### src/rtl/mux_selftest_pkg.sv
// rtl/mux_selftest_pkg.sv - shared types and constants for the mux self-test sequencer
package mux_selftest_pkg;

  localparam int VEC_W        = 3;
  localparam int NUM_VEC      = 8;
  localparam int SETTLE_CNT_W = 4;

  typedef enum logic [2:0] {
    IDLE,
    APPLY,
    SETTLE,
    CHECK,
    DONE
  } state_t;

endpackage

### src/rtl/mux_golden_model.sv
// rtl/mux_golden_model.sv - reference 2:1 mux behaviour, z = b ? c : a
module mux_golden_model (
  input  logic a,
  input  logic b,
  input  logic c,
  output logic exp
);

  // b selects c, otherwise a passes through
  assign exp = b ? c : a;

endmodule

### src/rtl/mux_selftest_ctrl.sv
// rtl/mux_selftest_ctrl.sv - walks all 8 mux input vectors and counts mismatches (option: MUX_SELFTEST_HALT_ON_FAIL_EN)
module mux_selftest_ctrl
  import mux_selftest_pkg::*;
#(
  parameter int SETTLE_CYCLES = 2,
  parameter int ERR_W         = 4
) (
  input  logic             clk,
  input  logic             rst_n,
  input  logic             start,
  input  logic             abort,
  output logic             mux_a,
  output logic             mux_b,
  output logic             mux_c,
  input  logic             mux_z,
  output logic             busy,
  output logic             done,
  output logic             pass,
  output logic [ERR_W-1:0] err_count,
  output logic [2:0]       first_fail
);

  localparam logic [ERR_W-1:0]        ERR_MAX  = '1;
  localparam logic [VEC_W-1:0]        VEC_LAST = VEC_W'(NUM_VEC - 1);
  localparam logic [SETTLE_CNT_W-1:0] CNT_LOAD = SETTLE_CNT_W'(SETTLE_CYCLES - 1);

  state_t                  state_q;
  state_t                  state_d;
  logic [VEC_W-1:0]        vec_q;
  logic [SETTLE_CNT_W-1:0] cnt_q;
  logic                    exp;
  logic                    mismatch;
  logic                    clr_run;
  logic                    load_cnt;
  logic                    dec_cnt;
  logic                    do_check;
  logic                    adv_vec;
  logic                    rst_vec;

  mux_golden_model u_golden (
    .a   (vec_q[2]),
    .b   (vec_q[1]),
    .c   (vec_q[0]),
    .exp (exp)
  );

  assign mismatch = (mux_z != exp);

  // State register
  always_ff @(posedge clk or negedge rst_n) begin
    if (!rst_n) state_q <= IDLE;
    else        state_q <= state_d;
  end

  // Next-state and datapath strobes; abort overrides everything, including a simultaneous start
  always_comb begin
    state_d  = state_q;
    clr_run  = 1'b0;
    load_cnt = 1'b0;
    dec_cnt  = 1'b0;
    do_check = 1'b0;
    adv_vec  = 1'b0;
    rst_vec  = 1'b0;
    if (abort) begin
      state_d = IDLE;
      rst_vec = 1'b1;
    end else begin
      case (state_q)
        IDLE, DONE: begin
          if (start) begin
            clr_run = 1'b1;
            state_d = APPLY;
          end
        end
        APPLY: begin
          load_cnt = 1'b1;
          state_d  = SETTLE;
        end
        SETTLE: begin
          if (cnt_q == '0) state_d = CHECK;
          else             dec_cnt = 1'b1;
        end
        CHECK: begin
          do_check = 1'b1;
`ifdef MUX_SELFTEST_HALT_ON_FAIL_EN
          if (vec_q == VEC_LAST || mismatch) begin
`else
          if (vec_q == VEC_LAST) begin
`endif
            state_d = DONE;
          end else begin
            adv_vec = 1'b1;
            state_d = APPLY;
          end
        end
        default: state_d = IDLE;
      endcase
    end
  end

  // Vector counter, settle timer and error bookkeeping
  always_ff @(posedge clk or negedge rst_n) begin
    if (!rst_n) begin
      vec_q      <= '0;
      cnt_q      <= '0;
      err_count  <= '0;
      first_fail <= '0;
    end else begin
      if (clr_run) begin
        vec_q      <= '0;
        err_count  <= '0;
        first_fail <= '0;
      end
      if (rst_vec) vec_q <= '0;
      if (adv_vec) vec_q <= vec_q + 1'b1;
      if (load_cnt) cnt_q <= CNT_LOAD;
      if (dec_cnt)  cnt_q <= cnt_q - 1'b1;
      if (do_check && mismatch) begin
        if (err_count != ERR_MAX) err_count <= err_count + 1'b1;
        if (err_count == '0)      first_fail <= vec_q;
      end
    end
  end

  assign mux_a = vec_q[2];
  assign mux_b = vec_q[1];
  assign mux_c = vec_q[0];
  assign busy  = (state_q == APPLY) || (state_q == SETTLE) || (state_q == CHECK);
  assign done  = (state_q == DONE);
  assign pass  = done && (err_count == '0);

endmodule

### config.mk
export PLATFORM = sky130hd
export DESIGN_NAME = mux_selftest_ctrl
export DESIGN_NICKNAME = d
export VERILOG_FILES = /design/src/rtl/mux_selftest_pkg.sv /design/src/rtl/mux_golden_model.sv /design/src/rtl/mux_selftest_ctrl.sv
export SDC_FILE = /design/constraint.sdc
export NUM_CORES = 1
export LEC_CHECK = 0
export ABC_CLOCK_PERIOD_IN_PS = 1400
export BUFFER_PORTS_ARGS = -buffer_cell sky130_fd_sc_hd__buf_2
export CORE_ASPECT_RATIO = 1.2
export CORE_MARGIN = 2
export CORE_UTILIZATION = 49
export CTS_CLUSTER_DIAMETER = 150
export DETAILED_ROUTE_END_ITERATION = 10
export GPL_TIMING_DRIVEN = 0
export PLACE_DENSITY = 0.77
export SLEW_MARGIN = 20
export SYNTH_ARGS = -nofsm -noshare
export SYNTH_HDL_FRONTEND = slang
export SYNTH_SLANG_ARGS = --single-unit
### constraint.sdc
create_clock -name clk -period 1.4 [get_ports clk]
set_input_delay 0.21 -clock clk [delete_from_list [all_inputs] [get_ports clk]]
set_output_delay 0.21 -clock clk [all_outputs]
set_load 0.005 [all_outputs]
==> impl_metrics.json, run 1 <==
{
  "worstPathArrival_ns": 1.73,
  "drive_gt1_share_pct": 51.4,
  "maxCapViolCount": 0,
  "rrSetupSlack_ns": -0.13,
  "maxSlewHeadroom_pct": 62.7,
  "grt_pass1_wl_um": 3820,
  "synth_edf_count": 0,
  "cp-end-kind": "register",
  "synth_flop_cell": "dfrtp_1",
  "muxShareOfSynthArea_pct": 7.91,
  "via_count": 896,
  "layout_setup_ws_ns": -0.132,
  "antenna_found_initial": 0,
  "synthSimpleGateAreaFrac_pct": 22.9,
  "dp_slack_ns": -0.188,
  "cts_buffer_depth": 2,
  "worst_r2r_endpoint": "cnt_q[2]$_DFFE_PN0P_",
  "ys_seq_area_share_pct": 41.4,
  "worstHoldStart": "start",
  "cts.htree.levels": 1,
  "dieArea_um2": 2480,
  "p_per_area_nw_per_um2": 1460,
  "startpoint_type": "register",
  "finalSetupViolations": 12,
  "drt_iter0_markers": 6,
  "syn_area_um2": 1030,
  "ir_drop_v": 0.00106,
  "hold_class": "input pin to register",
  "min_to": "state_q[2]$_DFFE_PN0P_",
  "drc": 0,
  "coreArea_um2": 2030,
  "worstMarginPinSlew_ns": 0.559,
  "final_common_cell": "buf_4",
  "start_util_pct": 50.7,
  "tns_ns": -0.759,
  "dr.pass1.iters": 4,
  "grt_pass1_vias": 878,
  "area_growth_syn_to_layout_pct": 38.2,
  "cts_tree": "done",
  "hold_viol": 0,
  "pin_count": 18,
  "finalCritPeriodShare_pct": 109,
  "syn_inst": 99,
  "clock_skew_ns": 0.0119,
  "synth_cell_types": 36,
  "drv_slew": 0,
  "hold_path_depth": 3,
  "final_core_util_pct": 70.1,
  "synth_top_family_by_area": "simple AND/OR/NAND/NOR gates",
  "vias_per_cell": 5.67,
  "synth_xor_area_share_pct": 2.55,
  "grt_overflow": 0,
  "synth-async-reset-ratio_pct": 100,
  "yosysWarningCount": 0,
  "fin_crit_ns": 1.53,
  "layout.nets": 149,
  "chipHeight_um": 54.2,
  "drtAntennaViolNets": 0,
  "wl_per_cell_um": 15.7,
  "crit_fanout": 2,
  "layout_common_cells": "buf_4, buf_2, dfrtp_1, inv_1",
  "synth_adder_area_share_pct": 6.08,
  "root_buffer": "clkbuf_4",
  "worstSetupPathType": "register to register",
  "crit_required_ns": 1.59,
  "syn_avg_cell_area_um2": 10.4,
  "synth_nets": 109,
  "rr_startpoint": "cnt_q[0]$_DFFE_PN0P_",
  "total_leakage_power_nw": 0.765,
  "cts_buffers": 3,
  "cts.sinks": 17,
  "ys_ff_latch": 17,
  "grt_max_degree": 18,
  "outcome": "complete, but fails checks",
  "post-dp-hpwl_um": 1560,
  "placed_cell_area_um2": 1170,
  "rsz0062_at_grt": "yes",
  "r2r_cells": 6,
  "max_freq_mhz": 653,
  "clk_pin_slew_ns": 0.12,
  "num_rows": 18,
  "gp_congestion": 0.767,
  "synth_compound_area_share_pct": 13.5,
  "final_area_um2": 1420,
  "antenna_cells": 0,
  "fp.dieW_um": 45.8,
  "violations": "negative setup slack",
  "portBuffers": 16,
  "drt-total-wl_um": 2480,
  "grt_usage_pct": 21.7,
  "clkLatencyLatePin_ns": 0.31
}
-- registers in the layout, summed over array words and instances, names as in the netlist --
register,flops
state_q,3
cnt_q,4
err_count,4
first_fail,3
vec_q,3
-- synthesized netlist by cell type, drive strengths merged (2+ instances only) --
library cell,number,area (um^2)
o211a,2,20.0
nor3b,3,27.5
nor3,4,42.5
buf,2,10.0
a22o,4,36.3
mux2i,7,70.1
nand3b,2,15.0
nor2,5,18.8
xnor2,2,17.5
a31o,2,17.5
nand3,4,20.0
nor4,3,25.0
inv,12,45.0
ha,5,62.6
nor2b,3,18.8
dfrtp,17,425
nand2,7,26.3
-- kinds of logic after synthesis --
family                     count (synthesis)
and+or+nand+nor                           35
DFF                                       17
AOI/OAI and AO/OA                         16
buffers and inverters                     15
muxes                                      8
adders and majority gates                  5
xor gates and xnor gates                   3
-- final cells by class --
type,count,area [um^2]
plain buffers,2,15.0
repair buffers,36,236
well taps,20,25.0
multi-input cells,67,641
inverters,12,45.0
clock buffers,3,22.5
clock inverters,1,5.00
flip-flops and latches,17,432
fillers,158,606
-- per-stage QoR --
step | total power, mW | hold slack (ns) | cells
6_report | 2.07 | 0.260 | 158
4_1_cts | 1.86 | 0.267 | 149
2_1_floorplan | 1.20 | -0.0856 | 99
5_1_grt | 2.19 | 0.281 | 158
3_5_place_dp | 1.36 | 0.161 | 135
3_3_place_gp | 1.32 | 0.157 | 135
-- worst max path at each step --
stage | start | end | slack, ns
floorplan | cnt_q[0]$_DFFE_PN0P_ | cnt_q[2]$_DFFE_PN0P_ | -0.07
global placement | vec_q[1]$_DFFE_PN0P_ | vec_q[0]$_DFFE_PN0P_ | -0.14
detailed placement | vec_q[1]$_DFFE_PN0P_ | vec_q[0]$_DFFE_PN0P_ | -0.19
CTS | cnt_q[0]$_DFFE_PN0P_ | cnt_q[2]$_DFFE_PN0P_ | -0.14
global route | cnt_q[0]$_DFFE_PN0P_ | cnt_q[2]$_DFFE_PN0P_ | -0.23
finish | cnt_q[0]$_DFFE_PN0P_ | cnt_q[2]$_DFFE_PN0P_ | -0.13
-- report_power, final --
part           leakage [nW]  switching (mW)  internal (mW)
Clock                0.0177           0.181          0.107
Combinational         0.524           0.504          0.582
Sequential            0.223           0.111          0.585
-- timing repair --
action,CTS,global route
endpoints found under the hold margin,17,0
hold buffers,1,0
gates cloned,0,0
resized for setup,14,9
pin swaps,16,7
buffers inserted,10,9
setup endpoints to repair,18,18
-- worst max-delay path, cell delays in order (launching register included) --
cell and delay, ns:
dfrtp_1 0.41, inv_1 0.06, ha_2 0.17, nor3b_4 0.28
nor4_4 0.06, and3b_1 0.18, a221o_1 0.25
-- metal layers --
metal	part of all wire [%]	global-route usage (%)	vias to the layer above
li1	-	-	432
met1	39	23.5	447
met2	59	41.3	14
met3	1.7	3.02	3
met4	0.85	8.57	0
met5	0	0	-
Note: power is estimated with default switching activity, not from simulation.
==> inputs of run 2 (changes only) <==
--- a/config.mk
+++ b/config.mk
@@ -5,7 +5,7 @@
 export SDC_FILE = /design/constraint.sdc
 export NUM_CORES = 1
 export LEC_CHECK = 0
-export ABC_CLOCK_PERIOD_IN_PS = 1400
+export ABC_CLOCK_PERIOD_IN_PS = 1300
 export BUFFER_PORTS_ARGS = -buffer_cell sky130_fd_sc_hd__buf_2
 export CORE_ASPECT_RATIO = 1.2
 export CORE_MARGIN = 2
==> constraint.sdc (replaced) <==
create_clock -name clk -period 1.3 [get_ports clk]
set_input_delay 0.195 -clock clk [delete_from_list [all_inputs] [get_ports clk]]
set_output_delay 0.195 -clock clk [all_outputs]
set_load 0.005 [all_outputs]
==> impl_metrics.json, run 2 (synthesis gave the netlist of run 1 again) <==
{
  "drt-total-wl_um": 2390,
  "grt_max_degree": 18,
  "final_common_cell": "buf_4",
  "coreArea_um2": 2030,
  "p_sw_share_pct": 38.2,
  "pin_count": 18,
  "cts_buffers": 3,
  "drive_gt1_share_pct": 53.2,
  "drc": 0,
  "violations": "negative setup slack",
  "worstSetupPathType": "register to register",
  "outcome": "complete, but fails checks",
  "drv_slew": 0,
  "cp_cell_sequence": "inv_1, ha_2, nor3b_4, nor4_4, and3b_1, a221o_1",
  "p_int_mw": 1.37,
  "use_met3_pct": 2.01,
  "cts_buffer_depth": 2,
  "startpoint_type": "register",
  "switchingPower_uw": 847,
  "cp-end-kind": "register",
  "clk_pin_slew_ns": 0.10,
  "top_regs": "cnt_q (4), err_count (4)",
  "clkPwrFrac_pct": 13.6,
  "area_growth_syn_to_layout_pct": 44.0,
  "p_per_area_nw_per_um2": 1500,
  "cp_slowest_stage_delay_ns": 0.40,
  "antenna_found_initial": 0,
  "dieArea_um2": 2480,
  "grt_overflow": 0,
  "vias_per_cell": 5.58,
  "path_buf_inv": 1,
  "drtAntennaViolNets": 0,
  "via_count": 898,
  "gp_congestion": 0.776,
  "clkLatencyLatePin_ns": 0.31,
  "total_leakage_power_nw": 0.782,
  "layout_common_cells": "buf_4, buf_2, dfrtp_1, inv_1, buf_6",
  "clock_skew_ns": 0.00483,
  "worstMarginPinSlew_ns": 0.567,
  "portBuffers": 16,
  "grt_pass1_vias": 858,
  "dp_cells": 135,
  "final_cells": 161,
  "finalSetupViolations": 19,
  "cts_tree": "done",
  "use_met1_pct": 25.8,
  "worstPathArrival_ns": 1.74,
  "drt_iter0_markers": 7,
  "hold_viol": 0,
  "busiest_layer": "met2",
  "cts.sinks": 17,
  "fin_crit_ns": 1.54,
  "wl_per_cell_um": 14.9,
  "rsz0062_at_grt": "yes",
  "seq_power_share_pct": 34.3,
  "crit_family": "simple AND/OR/NAND/NOR gates",
  "crit_required_ns": 1.50,
  "fill_cells": 151,
  "dr.pass1.iters": 3,
  "hold_class": "input pin to register",
  "grt_use_met2_pct": 39.9,
  "maxCapViolCount": 0,
  "maxSlewHeadroom_pct": 62.2,
  "chipHeight_um": 54.2,
  "fp.dieW_um": 45.8,
  "grt_pass1_wl_um": 3870,
  "layout.nets": 152,
  "grt_usage_pct": 21.9,
  "slowest_stage": "dfrtp_1",
  "crit_fanout": 2,
  "layout_setup_ws_ns": -0.237,
  "ir_drop_v": 0.00133,
  "pwr-share-comb_pct": 52.2,
  "start_util_pct": 50.7,
  "finalCritPeriodShare_pct": 118,
  "root_buffer": "clkbuf_4",
  "antenna_cells": 0,
  "tns_ns": -2.29,
  "dp_slack_ns": -0.278,
  "num_rows": 18,
  "max_freq_mhz": 651,
  "post-dp-hpwl_um": 1490,
  "cts.htree.levels": 1
}
[run 2: cell count changes in the layout (fill, tap and decap cells not counted), sizes merged]
cell / change
buf: +3
[run 2: per-stage QoR]
step	hold slack, ns	util, %	area, um^2	total power [mW]
5_1_grt	0.213	73.1	1480	2.38
6_report	0.222	73.1	1480	2.22
2_1_floorplan	-0.101	-	1080	1.31
3_3_place_gp	0.132	58.7	1190	1.44
3_5_place_dp	0.142	58.7	1190	1.48
4_1_cts	0.221	70.1	1420	2.13
[run 2: repair_timing]
action	CTS	global route
pin swaps	13	4
hold endpoints to repair	17	0
buffers inserted	17	5
hold buffers	1	0
resized for setup	19	7
setup endpoints to repair	19	21
[run 2: layout make-up]
class | instances | area [um^2] | share of cell area, %
flip-flops and latches | 17 | 429 | 29.0
well taps | 20 | 25.0 | 1.69
repair buffers | 39 | 284 | 19.2
inverters | 12 | 45.0 | 3.04
multi-input cells | 67 | 659 | 44.5
clock inverters | 1 | 5.00 | 0.338
clock buffers | 3 | 22.5 | 1.52
plain buffers | 2 | 11.3 | 0.760
[run 2: final timing paths]
path	startpoint	to	slack (ns)	depth (start not counted)
setup / recovery	cnt_q[1]$_DFFE_PN0P_	cnt_q[2]$_DFFE_PN0P_	-0.24	6
hold / removal	start	state_q[2]$_DFFE_PN0P_	0.22	3
setup reg to reg	cnt_q[1]$_DFFE_PN0P_	cnt_q[2]$_DFFE_PN0P_	-0.24	6
hold reg to reg	first_fail[1]$_DFF_PN0_	first_fail[1]$_DFF_PN0_	0.53	2
max in group asynchronous	rst_n	err_count[0]$_DFF_PN0_	0.67	2
min in group asynchronous	rst_n	cnt_q[3]$_DFFE_PN0P_	0.33	2
[run 2: layer usage]
layer  vias up  part of all wire, %
li1        436                    -
met1       446                   38
met2        11                   57
met3         5                  1.8
met4         0                  2.3
met5         -                    0
[run 2: power groups by stage]
stage	combinational (mW)	sequential [mW]	clock (mW)
floorplan	0.575	0.731	0
global placement	0.696	0.744	0
detailed placement	0.721	0.755	0
CTS	1.10	0.731	0.303
global route	1.28	0.781	0.326
finish	1.16	0.760	0.301
[run 2: worst register-to-register path, stage by stage (launching register included)]
cell	delay (ns)
dfrtp_1	0.40
inv_1	0.06
ha_2	0.17
nor3b_4	0.28
nor4_4	0.06
and3b_1	0.21
a221o_1	0.25
==> inputs of run 3 (changes only) <==
--- a/config.mk
+++ b/config.mk
@@ -9,11 +9,11 @@
 export BUFFER_PORTS_ARGS = -buffer_cell sky130_fd_sc_hd__buf_2
 export CORE_ASPECT_RATIO = 1.2
 export CORE_MARGIN = 2
-export CORE_UTILIZATION = 49
+export CORE_UTILIZATION = 45
 export CTS_CLUSTER_DIAMETER = 150
 export DETAILED_ROUTE_END_ITERATION = 10
 export GPL_TIMING_DRIVEN = 0
-export PLACE_DENSITY = 0.77
+export PLACE_DENSITY = 0.72
 export SLEW_MARGIN = 20
 export SYNTH_ARGS = -nofsm -noshare
 export SYNTH_HDL_FRONTEND = slang
==> impl_metrics.json, run 3 (synthesis gave the netlist of run 1 again) <==
{
  "outcome": "complete, but fails checks",
  "violations": "negative setup slack",
  "worstHoldStart": "start",
  "clk_pin_slew_ns": 0.11,
  "total_leakage_power_nw": 0.750,
  "final_area_um2": 1500,
  "slowest_stage": "dfrtp_1",
  "cp-end-kind": "register",
  "maxCapViolCount": 0,
  "cts_buffers": 3,
  "antenna_cells": 0,
  "crit_required_ns": 1.49,
  "maxSlewHeadroom_pct": 61.6,
  "placed_cell_area_um2": 1200,
  "cp_slowest_stage_delay_ns": 0.39,
  "cts_buffer_depth": 2,
  "p_per_area_nw_per_um2": 1430,
  "drtAntennaViolNets": 0,
  "ir_drop_v": 0.00122,
  "finalSetupViolations": 18,
  "r2r_cells": 6,
  "cts_tree": "done",
  "grt_pass1_wl_um": 3660,
  "layout_common_cells": "buf_2, buf_4, dfrtp_1, inv_1, buf_6",
  "cp_cell_sequence": "inv_1, ha_2, nor3b_4, nor4_4, and3b_1, a221o_1",
  "drive_gt1_share_pct": 52.6,
  "via_count": 894,
  "total_power_mw": 2.14,
  "hold_viol": 0,
  "wl_met2_um": 1200,
  "top_regs": "cnt_q (4), err_count (4)",
  "min_to": "state_q[2]$_DFFE_PN0P_",
  "crit_fanout": 2,
  "rsz0062_at_grt": "yes",
  "hold_class": "input pin to register",
  "fin_crit_ns": 1.51,
  "rr_startpoint": "cnt_q[1]$_DFFE_PN0P_",
  "root_buffer": "clkbuf_4",
  "worstMarginPinSlew_ns": 0.575,
  "num_rows": 18,
  "drv_slew": 0,
  "topRoutingLayerUsed": "met4",
  "dieArea_um2": 2690,
  "coreArea_um2": 2120,
  "dp_slack_ns": -0.251,
  "grt_overflow": 0,
  "finalCritPeriodShare_pct": 116,
  "cts.htree.levels": 1,
  "fp.dieW_um": 47.6,
  "cts.sinks": 17,
  "wl_met3_um": 43,
  "wl_met1_um": 1030,
  "area_growth_syn_to_layout_pct": 46.1,
  "final_core_util_pct": 71.0,
  "drt-total-wl_um": 2320,
  "worst_r2r_endpoint": "cnt_q[2]$_DFFE_PN0P_",
  "drt_iter0_markers": 11,
  "startpoint_type": "register",
  "clock_skew_ns": 0.00829,
  "final_cells": 167,
  "vias_per_cell": 5.35,
  "post-dp-hpwl_um": 1470,
  "hold_path_depth": 3,
  "grt_pass1_vias": 830,
  "rrSetupSlack_ns": -0.21,
  "max_freq_mhz": 663,
  "layout_setup_ws_ns": -0.209,
  "pin_count": 18,
  "grt_max_degree": 18,
  "layout.nets": 148,
  "gp_congestion": 0.727,
  "start_util_pct": 48.6,
  "worstSetupPathType": "register to register",
  "dr.pass1.iters": 4,
  "dp_cells": 145,
  "grt_usage_pct": 18.5,
  "clkLatencyLatePin_ns": 0.30,
  "drc": 0,
  "antenna_found_initial": 0,
  "wl_per_cell_um": 13.9,
  "portBuffers": 16,
  "worstPathArrival_ns": 1.70,
  "chipHeight_um": 56.4
}
## run 3: area by class of cell
| cell class | count | area (um^2) |
|---|---|---|
| well taps | 30 | 37.5 |
| fillers | 170 | 614 |
| clock buffers | 4 | 26.3 |
| plain buffers | 2 | 15.0 |
| inverters | 12 | 45.0 |
| repair buffers | 35 | 263 |
| flip-flops and latches | 17 | 432 |
| multi-input cells | 67 | 684 |
## run 3: timing repair
action | in CTS | in global routing
buffers inserted | 12 | 6
pin swaps | 13 | 7
setup endpoints to repair | 19 | 19
resized for setup | 17 | 13
endpoints found under the hold margin | 17 | 0
hold buffers | 1 | 0
## run 3: critical path: cells and delay by family, from the launching register on
kind,cells,cell delay [ns]
compound gates,1,0.25
fa+ha+maj,1,0.17
buf+inv,1,0.06
flops,1,0.39
simple gates,3,0.54
## run 3: metrics by stage
| stage | hold slack [ns] | setup TNS (ns) |
|---|---|---|
| 3_3_place_gp | 0.136 | -1.93 |
| 6_report | 0.216 | -2.36 |
| 5_1_grt | 0.238 | -3.46 |
| 2_1_floorplan | -0.101 | -0.708 |
| 4_1_cts | 0.227 | -2.29 |
| 3_5_place_dp | 0.141 | -2.46 |
## run 3: how the worst max path moves through the flow
stage	startpoint	end	slack [ns]	cells past startpoint
2_1_floorplan	cnt_q[0]$_DFFE_PN0P_	cnt_q[2]$_DFFE_PN0P_	-0.17	6
4_1_cts	cnt_q[1]$_DFFE_PN0P_	cnt_q[2]$_DFFE_PN0P_	-0.23	6
3_3_place_gp	cnt_q[0]$_DFFE_PN0P_	cnt_q[2]$_DFFE_PN0P_	-0.23	6
5_1_grt	cnt_q[0]$_DFFE_PN0P_	cnt_q[2]$_DFFE_PN0P_	-0.29	6
6_report	cnt_q[1]$_DFFE_PN0P_	cnt_q[2]$_DFFE_PN0P_	-0.21	6
3_5_place_dp	cnt_q[0]$_DFFE_PN0P_	cnt_q[2]$_DFFE_PN0P_	-0.25	6
## run 3: per-layer routing
metal	vias up	global-route usage [%]
met1	442	24.5
met2	16	29.5
met5	-	0
met4	0	7.72
li1	430	-
met3	6	2.25
## run 3: power breakdown
group | internal [mW] | total (mW) | switching [mW]
logic | 0.589 | 1.10 | 0.515
clock network | 0.120 | 0.296 | 0.176
registers | 0.630 | 0.743 | 0.114
